$ cat config.mk
export PLATFORM = sky130hd
export DESIGN_NAME = inst_fetch
export DESIGN_NICKNAME = d
export VERILOG_FILES = /design/src/rtl/inst_fetch.sv
export SDC_FILE = /design/constraint.sdc
export NUM_CORES = 1
export LEC_CHECK = 0
export BUFFER_PORTS_ARGS = -buffer_cell sky130_fd_sc_hd__clkbuf_2
export CAP_MARGIN = 25
export CORE_MARGIN = 2
export CORE_UTILIZATION = 49
export CTS_CLUSTER_DIAMETER = 80
export DETAILED_ROUTE_END_ITERATION = 16
export GPL_TIMING_DRIVEN = 0
export PLACE_DENSITY = 0.81
export SYNTH_ARGS = -nofsm -noshare
export SYNTH_HDL_FRONTEND = slang
export SYNTH_SLANG_ARGS = --single-unit
$ cat constraint.sdc
create_clock -name clock -period 1.95 [get_ports clock]
set_input_delay 0 -clock clock [delete_from_list [all_inputs] [get_ports clock]]
set_output_delay 0 -clock clock [all_outputs]
set_load 0.01 [all_outputs]
$ cat src/rtl/inst_fetch.sv
// Instruction fetch: PC, imem req/ack handshake, holding register for decode.
// Optional halt-on-FFFFFFFF behaviour is enabled by defining IFETCH_HALT_EN.
module inst_fetch #(
    parameter logic [31:0] RESET_PC       = 32'h0000_0000,
    parameter int          TIMEOUT_CYCLES = 15
) (
    input  logic        clock,
    input  logic        reset_n,
    output logic        imem_req,
    output logic [31:0] imem_addr,
    input  logic        imem_ack,
    input  logic [31:0] imem_rdata,
    output logic        inst_valid,
    input  logic        inst_ready,
    output logic [31:0] inst_word,
    output logic [5:0]  inst_1,
    output logic [5:0]  inst_2,
    output logic [31:0] inst_pc,
    input  logic        redirect_valid,
    input  logic [31:0] redirect_pc,
    output logic        fetch_err,
    output logic        halted
);

    localparam int CW = $clog2(TIMEOUT_CYCLES + 1);
    localparam logic [CW-1:0] TMO = CW'(TIMEOUT_CYCLES);

    typedef enum logic [2:0] {
        IDLE,
        REQ,
        HOLD,
`ifdef IFETCH_HALT_EN
        HALT,
`endif
        ERR
    } state_t;

    state_t        state, state_d;
    logic [31:0]   pc, pc_d;
    logic [CW-1:0] cnt, cnt_d;
    logic [31:0]   word_q, word_d;
    logic [31:0]   ipc_q, ipc_d;

    always_comb begin
        state_d = state;
        pc_d    = pc;
        cnt_d   = cnt;
        word_d  = word_q;
        ipc_d   = ipc_q;
        unique case (state)
            IDLE, REQ, HOLD: begin
                // Redirect outranks ack and ready in the same cycle
                if (redirect_valid) begin
                    if (redirect_pc[1:0] != 2'b00) begin
                        state_d = ERR;
                    end else begin
                        pc_d    = redirect_pc;
                        cnt_d   = '0;
                        state_d = REQ;
                    end
                end else if (state == IDLE) begin
                    cnt_d   = '0;
                    state_d = REQ;
                end else if (state == REQ) begin
                    if (imem_ack) begin
                        word_d  = imem_rdata;
                        ipc_d   = pc;
                        pc_d    = pc + 32'd4;
                        state_d = HOLD;
                    end else if (cnt == TMO) begin
                        state_d = ERR;
                    end else begin
                        cnt_d = cnt + 1'b1;
                    end
                end else if (inst_ready) begin
`ifdef IFETCH_HALT_EN
                    if (word_q == 32'hFFFF_FFFF) begin
                        state_d = HALT;
                    end else begin
                        cnt_d   = '0;
                        state_d = REQ;
                    end
`else
                    cnt_d   = '0;
                    state_d = REQ;
`endif
                end
            end
            default: state_d = state;
        endcase
    end

    always_ff @(posedge clock or negedge reset_n) begin
        if (!reset_n) begin
            state  <= IDLE;
            pc     <= RESET_PC;
            cnt    <= '0;
            word_q <= '0;
            ipc_q  <= '0;
        end else begin
            state  <= state_d;
            pc     <= pc_d;
            cnt    <= cnt_d;
            word_q <= word_d;
            ipc_q  <= ipc_d;
        end
    end

    assign imem_req   = (state == REQ);
    assign imem_addr  = pc;
    assign inst_valid = (state == HOLD);
    assign inst_word  = word_q;
    assign inst_1     = word_q[31:26];
    assign inst_2     = word_q[5:0];
    assign inst_pc    = ipc_q;
    assign fetch_err  = (state == ERR);
`ifdef IFETCH_HALT_EN
    assign halted     = (state == HALT);
`else
    assign halted     = 1'b0;
`endif

endmodule

# Word-level counts from Yosys, hierarchy flattened
# Cells that the tools add are included.
# op_classes
mux	19
bitwise_logic	2
eq_ne	9
add_sub_neg	2
reduce_logical	10
# ops
op	n
2-to-1 mux 32 bit	5
adder 32 x 3 -> 32 bit, second input constant	1
2-to-1 mux 4 bit	7
2-to-1 mux 3 bit	6
AND reduction 5 bit	3
equality test 3 x 2 -> 1 bit, second input constant	2
nonzero test 2 bit	3
inequality test 5 x 1 -> 1 bit, second input constant	1
adder 4 x 1 -> 4 bit, second input constant	1
equality test 4 bit, second input constant	1
inequality test 2 bit, second input constant	2
inequality test 4 x 2 -> 1 bit, second input constant	1
inequality test 4 bit, second input constant	1
nonzero test 4 bit	1
equality test 3 x 1 -> 1 bit, second input constant	1
zero test 3 bit	1
AND reduction 3 bit	1
OR reduction 3 bit	1
2-to-1 mux 2 bit	1
NOT 1 bit	2
# word_totals
out_inout_bits	112
wordCells	47
reg_bits	103

# Longest topological paths before layout
# Gate-level depths: netlist (run 1).
# depth
word_depth	6
mapped_depth	7
mapped_depth_nobuf	6

# Worst setup path after synthesis (run 1)
# OpenSTA, ideal clock, no wires.
# synth_path
path_type	reg-to-reg
from	register pc[2] (netlist: imem_addr[2])
to	register pc[30] (netlist: imem_addr[30])
arrival_time_ns	1.790
period_less_slack_ns	1.894
path_buffers	1
stages_incl_launch_ff	8
slack_ns	0.056
cell_sequence	dfrtp_1 -> ha_1 -> and4_1 -> clkbuf_1 -> and4_1 -> nand3b_1 -> mux2i_1 -> a221oi_1
# synth_between
elab_chain_len	5
# synth_lines
item	line	text
start, declared	39	logic [31:0] pc, pc_d;
start signal, assigned	102	pc <= pc_d;
adder 32 x 3 -> 32 bit	68	pc_d = pc + 32'd4;
2-to-1 mux 32 bit	65	if (imem_ack) begin
2-to-1 mux 32 bit	64	end else if (state == REQ) begin
2-to-1 mux 32 bit	61	end else if (state == IDLE) begin
2-to-1 mux 32 bit	53	if (redirect_valid) begin
# Every way passes these cells. The select of a mux whose other input is x is not followed.
# A chain may end at the register's enable or synchronous reset.

# Final worst setup path (run 1)
# layout_path
from	register pc[2] (netlist: imem_addr[2])
to	register pc[26] (netlist: imem_addr[26])
# The elaborated chain is that of the path after synthesis.

==> results of run 1 <==
==> metrics by stage <==
stage	setup TNS, ns	hold WS, ns
detailed placement	-1.46	0.0529
floorplan	0	-0.296
global placement	-43.04	0.192
global route	-0.0554	0.0769
CTS	0	0.0311
finish	0	0.0541
==> cells by family (layout without fill, tap and decap cells) <==
logic type	after synthesis	count (layout)	synth area share [%]
DFF	102	102	52.8
buffers and inverters	54	313	5.70
AOI/OAI and AO/OA	76	76	9.56
muxes	15	15	3.13
adders and majority gates	2	2	0.518
other	1	1	0.0776
and+or+nand+nor	306	306	28.2
==> layout make-up <==
type	instances	area, um2	share of cell area, %
buffer	44	250	3.64
sequential	102	2570	37.3
inverter	7	26.3	0.382
timing repair buffer	246	1580	23.0
multi-input combinational	400	2040	29.6
clock inverter	5	106	1.55
clock buffer	11	141	2.06
tap	133	166	2.42
==> where the power goes <==
part	switching [mW]	total, mW	internal (mW)
sequential	0	2.11	2.11
clock	0.744	1.63	0.891
combinational	0.116	0.266	0.149
total	0.861	4.01	3.15
==> metal layers <==
layer | wire [um] | global-route usage (%) | part of all wire [%] | up-vias
met5 | 0 | 0 | 0 | -
met4 | 597 | 15.6 | 3.7 | 0
met3 | 1330 | 6.25 | 8.3 | 59
met2 | 7950 | 52.0 | 49 | 308
met1 | 6190 | 36.0 | 39 | 2399
li1 | - | - | - | 2375
==> tightest hold or removal path, cell delays in order <==
cell and delay [ns]:
clkbuf_2 0.10, clkinv_1 0.19, a21oi_1 0.10
==> worst max path at each step <==
stage / startpoint / to / slack, ns / cells past startpoint
after global routing: imem_addr[26]$_DFFE_PN0P_ / imem_addr[30]$_DFFE_PN0P_ / -0.03 / 5
after global placement: reset_n / inst_word[30]$_DFFE_PN0P_ / -0.42 / 1
after detailed placement: imem_addr[2]$_DFFE_PN0P_ / imem_addr[30]$_DFFE_PN0P_ / -0.18 / 7
after floorplan: imem_addr[2]$_DFFE_PN0P_ / imem_addr[30]$_DFFE_PN0P_ / 0.06 / 7
after CTS: state[1]$_DFFE_PN0P_ / inst_word[3]$_DFFE_PN0P_ / 0.004 / 6
final: imem_addr[2]$_DFFE_PN0P_ / imem_addr[26]$_DFFE_PN0P_ / 0.06 / 7
==> cell usage after synthesis, types with 2 or more instances <==
cell type / number / area (um2)
mux2i_1: 14 / 140
buf_2: 12 / 60.1
inv_1: 6 / 22.5
buf_4: 13 / 97.6
nor3_1: 9 / 45.0
nor2b_1: 3 / 18.8
a21oi_1: 22 / 110
ha_1: 2 / 25.0
a31oi_1: 5 / 31.3
clkbuf_1: 12 / 45.0
o22ai_1: 24 / 150
nand3_1: 20 / 100
and4_1: 6 / 52.6
a31o_2: 2 / 17.5
nor2_1: 19 / 71.3
dfrtp_1: 102 / 2550
o21ai_0: 12 / 60.1
buf_1: 8 / 30.0
nand4_1: 12 / 75.1
a21o_1: 2 / 15.0
nand2_1: 211 / 792
nor3b_1: 2 / 15.0
and3_1: 7 / 43.8
o311ai_0: 2 / 17.5
or4_1: 2 / 15.0
and2_1: 5 / 31.3
==> flip-flops by register name, summed over array words and instances, names as in the netlist <==
signal / cells
cnt: 4
imem_addr: 32
inst_pc: 32
inst_word: 32
state: 2
==> repair_timing <==
| action | CTS | global route |
|---|---|---|
| hold buffers | 64 | 0 |
| setup buffers | 2 | 0 |
| endpoints found under the hold margin | 101 | 0 |
| setup endpoints to repair | 47 | 47 |
| gates resized for setup | 6 | 28 |
| pin swaps | 0 | 1 |
==> flow_metrics.tcl, run 1 <==
set metrics [dict create \
    outcome "complete, no violations" \
    portBuffers 179 \
    yosys_most_used_dff "dfrtp_1" \
    rsz0062_at_grt "true" \
    avgSynthCellArea_um2 8.69 \
    post-dp-hpwl_um 10600 \
    grt_pass1_vias 4981 \
    most-common-layout-cells "211 x nand2_1, 182 x clkbuf_2, 89 x dfrtp_1" \
    grt_pass1_wl_um 24600 \
    syn2layout_area_growth_pct 42.4 \
    synth_edf_count 0 \
    cp_max_fo 6 \
    ys_seq_area_share_pct 52.8 \
    cp_cell_sequence "ha_4 > nand4_1 > or4_4 > buf_2 > nor2_4 > nor3_1 > nor3_1" \
    vias_per_cell 5.42 \
    root_buffer "clkbuf_8" \
    slew_headroom_pct 58.9 \
    ir_worst_vdd_mv 0.405 \
    drc 0 \
    dpl_cell_area_um2 5920 \
    yosys_warnings 0 \
    crit_arrival_ns 2.19 \
    die_w_um 103 \
    h-tree-depth 3 \
    start_util_pct 49.9 \
    fin_crit_sh_pct 96.8 \
    final_common_cell "nand2_1" \
    synth_area_um2 4830 \
    reg2reg_from "imem_addr[2]$_DFFE_PN0P_" \
    fp.dieH_um 103 \
    drt_wl_total_um 16100 \
    gr-usage-all-layers_pct 30.3 \
    num_vias 5141 \
    tightest_slew_ns 0.617 \
    worst-path-buf-inv 1 \
    utilization_pct 71.0 \
    worstHoldStart "redirect_valid" \
    synth_fp_nets 627 \
    io_pins 181 \
    syn_inst 556 \
    power.density_nw_per_um2 583 \
    core_area_um2 9680 \
    timing.rr.end "imem_addr[26]$_DFFE_PN0P_" \
    critPathLaunchType "register" \
    whs_endpoint "imem_addr[10]$_DFFE_PN0P_" \
    hold_depth 3 \
    final_cell_area_um2 6880 \
    nFillCells 740 \
    clockBufferDepth 2 \
    grt-ovfl-total 0 \
    rrSetupSlack_ns 0.06 \
    clk-insertion-delay-late_ns 0.38 \
    final_max_slew_viol_count 0 \
    hold_viol 0 \
    max_freq_mhz 530 \
    ant_nets 0 \
    final_cells 948 \
    finalSetupViolations 0 \
    antenna_found_initial 0 \
    synthArstFlopShare_pct 100 \
    cts_tree "done" \
    gp_congestion 0.877 \
    cpMostUsedCell "nor3_1" \
    placed_cells 869 \
    drive_gt1_share_pct 32.3 \
    cpPeakStageDelay_ns 0.57 \
    ys_seq_elements 102 \
    worstSetupEndpointType "register" \
    cts.sinks 102 \
    critical_path_class "register to register" \
    skew_ns 0.0110 \
    drt_first_iter_violations 282 \
    dieArea_um2 10700 \
    num_antenna_cells 0 \
    cts_inserted_buffers 9 \
    p_leak_nw 3.74 \
    final_net_count 881 \
    power_mw 4.01 \
    grt_start_max_net_pins 65 \
    ff2ff_path_depth 7 \
    maxCapViolCount 0 \
    fin_ws_ns 0.0616 \
    num_rows 36 \
    drtPass1Iterations 7 \
    min_period_ns 1.89 \
    synth_cell_types 48 \
    cp_slowest_cell "or4_4" \
    cts.reportedPaths.clkPinSlew_ns 0.10 \
    pre_cts_ws_ns -0.183 \
    min_path_type "primary input to register" \
    crit_family "simple AND/OR/NAND/NOR gates" \
    wl_per_cell_um 16.9 \
    cp.required_ns 2.25 \
]
Power figures use the tool's default switching activity.
==> run 2: changes to the inputs <==
--- a/config.mk
+++ b/config.mk
@@ -13,6 +13,7 @@
 export DETAILED_ROUTE_END_ITERATION = 16
 export GPL_TIMING_DRIVEN = 0
 export PLACE_DENSITY = 0.81
+export REMOVE_ABC_BUFFERS = 1
 export SYNTH_ARGS = -nofsm -noshare
 export SYNTH_HDL_FRONTEND = slang
 export SYNTH_SLANG_ARGS = --single-unit
==> run 2 against run 1 <==
Fmax is 1.4% higher. Routed wire length increased by 3.0%. Hold slack got worse by 0.051 ns. Clock-buffer cell count fell by 1. Non-clock buffer count decreased by 36. Register-to-register slack gained 0.03 ns. Combinational power is essentially flat. Total power fell by 8.4%. Sequential cell count unchanged. Die area unchanged. Clock power shrank 20%. Critical path depth fell by 2. Critical endpoint is now imem_addr[31]$_DFFE_PN0P_. Largest power group unchanged.
==> flow_metrics.tcl, run 2 (same netlist as run 1, synthesis figures left out) <==
set metrics [dict create \
    maxCapViolCount 0 \
    max_freq_mhz 537 \
    grt_start_max_net_pins 57 \
    finalSetupViolations 0 \
    min_path_type "primary input to register" \
    wl_per_cell_um 18.0 \
    fin_crit_sh_pct 95.5 \
    slew_headroom_pct 55.9 \
    cts.reportedPaths.clkPinSlew_ns 0.11 \
    crit_arrival_ns 2.10 \
    tightest_slew_ns 0.662 \
    pre_cts_ws_ns -0.744 \
    skew_ns 0.0146 \
    p_leak_nw 3.62 \
    h-tree-depth 3 \
    dieArea_um2 10700 \
    ant_nets 0 \
    rrSetupSlack_ns 0.09 \
    tns_ns 0 \
    cp_slowest_cell "dfrtp_2" \
    io_pins 181 \
    ir_worst_vdd_mv 0.334 \
    critical_path_class "register to register" \
    vias_per_cell 5.57 \
    power.density_nw_per_um2 543 \
    crit_family "simple AND/OR/NAND/NOR gates" \
    internal_power_mw 2.78 \
    combPwrFrac_pct 7.2 \
    cp_max_fo 24 \
    p_clk_share_pct 35.3 \
    cp.required_ns 2.19 \
    nFillCells 718 \
    min_period_ns 1.86 \
    start_util_pct 49.9 \
    drt_wl_total_um 16500 \
    power_mw 3.68 \
    post-dp-hpwl_um 9310 \
    worstSetupEndpointType "register" \
    p_sw_share_pct 24.5 \
    worst-path-buf-inv 1 \
    drt_first_iter_violations 394 \
    cts_tree "done" \
    num_vias 5108 \
    grt-ovfl-total 0 \
    cts.sinks 102 \
    hold_viol 0 \
    drive_gt1_share_pct 32.1 \
    clk-insertion-delay-late_ns 0.36 \
    gp_congestion 0.823 \
    critPathLaunchType "register" \
    final_common_cell "nand2_1" \
    gr-usage-all-layers_pct 29.7 \
    reg2reg_from "state[1]$_DFFE_PN0P_" \
    clockBufferDepth 2 \
    portBuffers 179 \
    final_max_slew_viol_count 0 \
    fp.dieH_um 103 \
    timing.rr.end "imem_addr[31]$_DFFE_PN0P_" \
    drtPass1Iterations 5 \
    worstHoldStart "redirect_pc[20]" \
    drc 0 \
    hold_ws_ns 0.00309 \
    antenna_found_initial 0 \
    whs_endpoint "imem_addr[20]$_DFFE_PN0P_" \
    grt_pass1_vias 4829 \
    num_antenna_cells 0 \
    p_sw_uw 901 \
    cp_cell_sequence "nand2_1 > nand3_2 > buf_16 > o311ai_0 > o211ai_1" \
    core_area_um2 9680 \
    final_net_count 850 \
    die_w_um 103 \
    fin_ws_ns 0.0871 \
    cts_inserted_buffers 9 \
    grt_pass1_wl_um 24100 \
    cpPeakStageDelay_ns 0.49 \
    ff2ff_path_depth 5 \
    root_buffer "clkbuf_8" \
    num_rows 36 \
    pwr-share-seq_pct 57.5 \
    outcome "complete, no violations" \
    hold_depth 3 \
    syn2layout_area_growth_pct 40.2 \
    most-common-layout-cells "211 x nand2_1, 178 x clkbuf_2, 84 x dfrtp_1" \
]
==> run 2: worst max path at each step <==
stage                                            to                      from  cells after the start  slack, ns
after detailed placement  imem_addr[15]$_DFFE_PN0P_      state[1]$_DFFE_PN0P_                      6      -0.74
after CTS                 imem_addr[31]$_DFFE_PN0P_      state[1]$_DFFE_PN0P_                      5      -0.02
after global placement    imem_addr[22]$_DFFE_PN0P_            redirect_valid                      4      -1.88
final                     imem_addr[31]$_DFFE_PN0P_      state[1]$_DFFE_PN0P_                      5       0.09
after global routing      imem_addr[30]$_DFFE_PN0P_  imem_addr[2]$_DFFE_PN0P_                      6     -0.005
after floorplan           imem_addr[22]$_DFFE_PN0P_      state[0]$_DFFE_PN0P_                      3      -0.70
==> run 2: power by group through the flow <==
stage / sequential, mW / combinational, mW / clock [mW]
2_1_floorplan: 2.16 / 0.0190 / 0
3_3_place_gp: 2.16 / 0.142 / 0
3_5_place_dp: 2.16 / 0.152 / 0
4_1_cts: 2.11 / 0.257 / 1.31
5_1_grt: 2.11 / 0.289 / 1.42
6_report: 2.11 / 0.266 / 1.30
==> run 2: metrics by stage <==
step,area [um2],instances,utilization [%]
3_5_place_dp,5750,825,59.4
6_report,6770,917,69.9
2_1_floorplan,4580,509,-
4_1_cts,6680,911,69.0
3_3_place_gp,5640,821,58.3
5_1_grt,6770,917,69.9
==> run 2: tightest hold or removal path, stage by stage <==
cell and delay (ns):
clkbuf_2 0.09, o22ai_1 0.19, nor3b_2 0.07
==> run 2: repair_timing <==
item | 4_1_cts | 5_1_grt
pin swaps | 2 | 2
setup buffers | 4 | 5
endpoints found under the setup margin | 94 | 75
hold buffers | 62 | 0
gates cloned | 4 | 1
resized for setup | 10 | 24
endpoints found under the hold margin | 107 | 0
==> run 2: metal layers <==
metal | track usage (%) | wire [um] | vias to the layer above
met4 | 12.1 | 580 | 0
met1 | 37.6 | 6490 | 2435
met5 | 0 | 0 | -
li1 | - | - | 2335
met2 | 50.7 | 8090 | 292
met3 | 5.24 | 1380 | 46
==> run 2: layout make-up <==
class	count	area (um2)	share of cell area, %
Clock buffer	10	138	2.03
Clock inverter	6	52.6	0.776
Inverter	7	30.0	0.443
Multi-Input combinational cell	405	2120	31.3
Sequential cell	102	2570	38.0
Tap cell	133	166	2.46
Timing Repair Buffer	254	1690	24.9
==> run 3: changes to the inputs <==
--- a/config.mk
+++ b/config.mk
@@ -12,7 +12,7 @@
 export CTS_CLUSTER_DIAMETER = 80
 export DETAILED_ROUTE_END_ITERATION = 16
 export GPL_TIMING_DRIVEN = 0
-export PLACE_DENSITY = 0.81
+export PLACE_DENSITY = 0.8
 export REMOVE_ABC_BUFFERS = 1
 export SYNTH_ARGS = -nofsm -noshare
 export SYNTH_HDL_FRONTEND = slang
==> run 3 against run 2 <==
Hold slack better by 0.087 ns. Clock power shrank 6%. Final cell count is 0.98% lower. Total power fell by 2.0%.
==> flow_metrics.tcl, run 3 (same netlist as run 1, synthesis figures left out) <==
set metrics [dict create \
    internal_power_mw 2.73 \
    worstSetupEndpointType "register" \
    clockBufferDepth 2 \
    final_net_count 841 \
    num_vias 4952 \
    cts.reportedPaths.clkPinSlew_ns 0.11 \
    cp_slowest_cell "dfrtp_1" \
    dieArea_um2 10700 \
    cp_cell_sequence "and3_1 > or4b_4 > nand3b_1 > mux2i_1 > a221oi_1" \
    finalSetupViolations 0 \
    drive_gt1_share_pct 29.7 \
    hold_depth 4 \
    wl_per_cell_um 16.9 \
    critPathLaunchType "register" \
    root_buffer "clkbuf_8" \
    power.density_nw_per_um2 541 \
    cpPeakStageDelay_ns 0.50 \
    grt_pass1_vias 4674 \
    gr-usage-all-layers_pct 27.9 \
    final_cell_area_um2 6660 \
    io_pins 181 \
    grt-ovfl-total 0 \
    final_cells 908 \
    drtPass1Iterations 5 \
    worstHoldStart "inst_ready" \
    cts.sinks 102 \
    tightest_slew_ns 0.605 \
    portBuffers 179 \
    min_path_type "primary input to register" \
    cts_inserted_buffers 9 \
    core_area_um2 9680 \
    timing.rr.end "imem_addr[30]$_DFFE_PN0P_" \
    fin_crit_sh_pct 97.5 \
    maxCapViolCount 0 \
    drt_first_iter_violations 333 \
    p_clk_share_pct 34.0 \
    ir_worst_vdd_mv 0.297 \
    worst-path-buf-inv 0 \
    p_sw_uw 869 \
    combPwrFrac_pct 7.4 \
    drc 0 \
    antenna_found_initial 0 \
    num_antenna_cells 0 \
    skew_ns 0.0165 \
    tns_ns 0 \
    min_period_ns 1.90 \
    reg2reg_from "imem_addr[26]$_DFFE_PN0P_" \
    hold_viol 0 \
    die_w_um 103 \
    crit_arrival_ns 2.18 \
    critical_path_class "register to register" \
    clk-insertion-delay-late_ns 0.37 \
    cp.required_ns 2.23 \
    start_util_pct 49.9 \
    pwr-share-seq_pct 58.6 \
    fp.dieH_um 103 \
    drt_wl_total_um 15300 \
    h-tree-depth 3 \
    p_sw_share_pct 24.1 \
    p_leak_nw 3.58 \
    rsz0062_at_grt "true" \
    crit_family "simple AND/OR/NAND/NOR gates" \
    syn2layout_area_growth_pct 37.8 \
    gp_congestion 0.827 \
    max_freq_mhz 526 \
    most-common-layout-cells "210 x nand2_1, 178 x clkbuf_2, 96 x dfrtp_1" \
    cts_tree "done" \
    regArea_um2 2560 \
    dpl_cell_area_um2 5740 \
    final_common_cell "nand2_1" \
    num_rows 36 \
    ant_nets 0 \
    nFillCells 754 \
    cp_max_fo 7 \
    multi_input_area_um2 2090 \
    grt_pass1_wl_um 22900 \
    vias_per_cell 5.45 \
    placed_cells 825 \
    final_max_slew_viol_count 0 \
    rrSetupSlack_ns 0.05 \
    slew_headroom_pct 59.5 \
    whs_endpoint "state[0]$_DFFE_PN0P_" \
    grt_start_max_net_pins 62 \
    post-dp-hpwl_um 9090 \
    outcome "complete, no violations" \
    ff2ff_path_depth 5 \
]
## run 3: power groups by stage
stage | registers, mW | clock network [mW] | logic (mW)
3_5_place_dp | 2.16 | 0 | 0.154
6_report | 2.11 | 1.22 | 0.266
3_3_place_gp | 2.16 | 0 | 0.144
2_1_floorplan | 2.16 | 0 | 0.0190
4_1_cts | 2.11 | 1.25 | 0.261
5_1_grt | 2.11 | 1.32 | 0.291
## run 3: worst max-delay path by stage
stage | cells after the start | from | end
after floorplan | 3 | state[0]$_DFFE_PN0P_ | imem_addr[22]$_DFFE_PN0P_
after global placement | 4 | redirect_valid | imem_addr[22]$_DFFE_PN0P_
after detailed placement | 7 | redirect_valid | imem_addr[28]$_DFFE_PN0P_
after CTS | 5 | imem_addr[7]$_DFFE_PN0P_ | imem_addr[31]$_DFFE_PN0P_
after global routing | 4 | state[0]$_DFFE_PN0P_ | imem_addr[22]$_DFFE_PN0P_
final | 5 | imem_addr[26]$_DFFE_PN0P_ | imem_addr[30]$_DFFE_PN0P_
## run 3: cell type report
| type | count | area share, % |
|---|---|---|
| Clock buffer | 10 | 1.92 |
| Clock inverter | 6 | 0.714 |
| Inverter | 7 | 0.413 |
| Multi-Input combinational cell | 402 | 31.4 |
| Sequential cell | 102 | 38.5 |
| Tap cell | 133 | 2.50 |
| Timing Repair Buffer | 248 | 24.6 |
## run 3: per-stage QoR
stage | setup slack (ns) | power [mW] | util [%] | hold slack [ns]
6_report | 0.0482 | 3.60 | 68.7 | 0.0901
5_1_grt | -0.0759 | 3.73 | 68.7 | 0.0895
4_1_cts | 0.00212 | 3.62 | 68.4 | 0.0885
3_5_place_dp | -0.693 | 2.31 | 59.3 | 0.0678
3_3_place_gp | -1.90 | 2.30 | 58.3 | 0.191
2_1_floorplan | -0.701 | 2.17 | - | -0.296
## run 3: repair_timing
| item | in CTS | in global routing |
|---|---|---|
| resized for setup | 12 | 12 |
| cloned | 2 | 0 |
| buffers inserted | 1 | 0 |
| endpoints found under the hold margin | 104 | 0 |
| endpoints found under the setup margin | 77 | 19 |
| hold buffers | 64 | 0 |
| pin swaps | 3 | 1 |
## run 3: layer usage
metal  vias up  track usage, %  wire, um
met5         -               0         0
met4         0            11.2       292
met3        31            5.58      1140
met2       248            48.4      7590
met1      2368            34.4      6330
li1       2305               -         -
## run 3: tightest hold or removal path, delay by kind of cell
family / cells / cell delay (ns)
buf+inv: 2 / 0.14
compound gates: 1 / 0.15
simple gates: 1 / 0.13
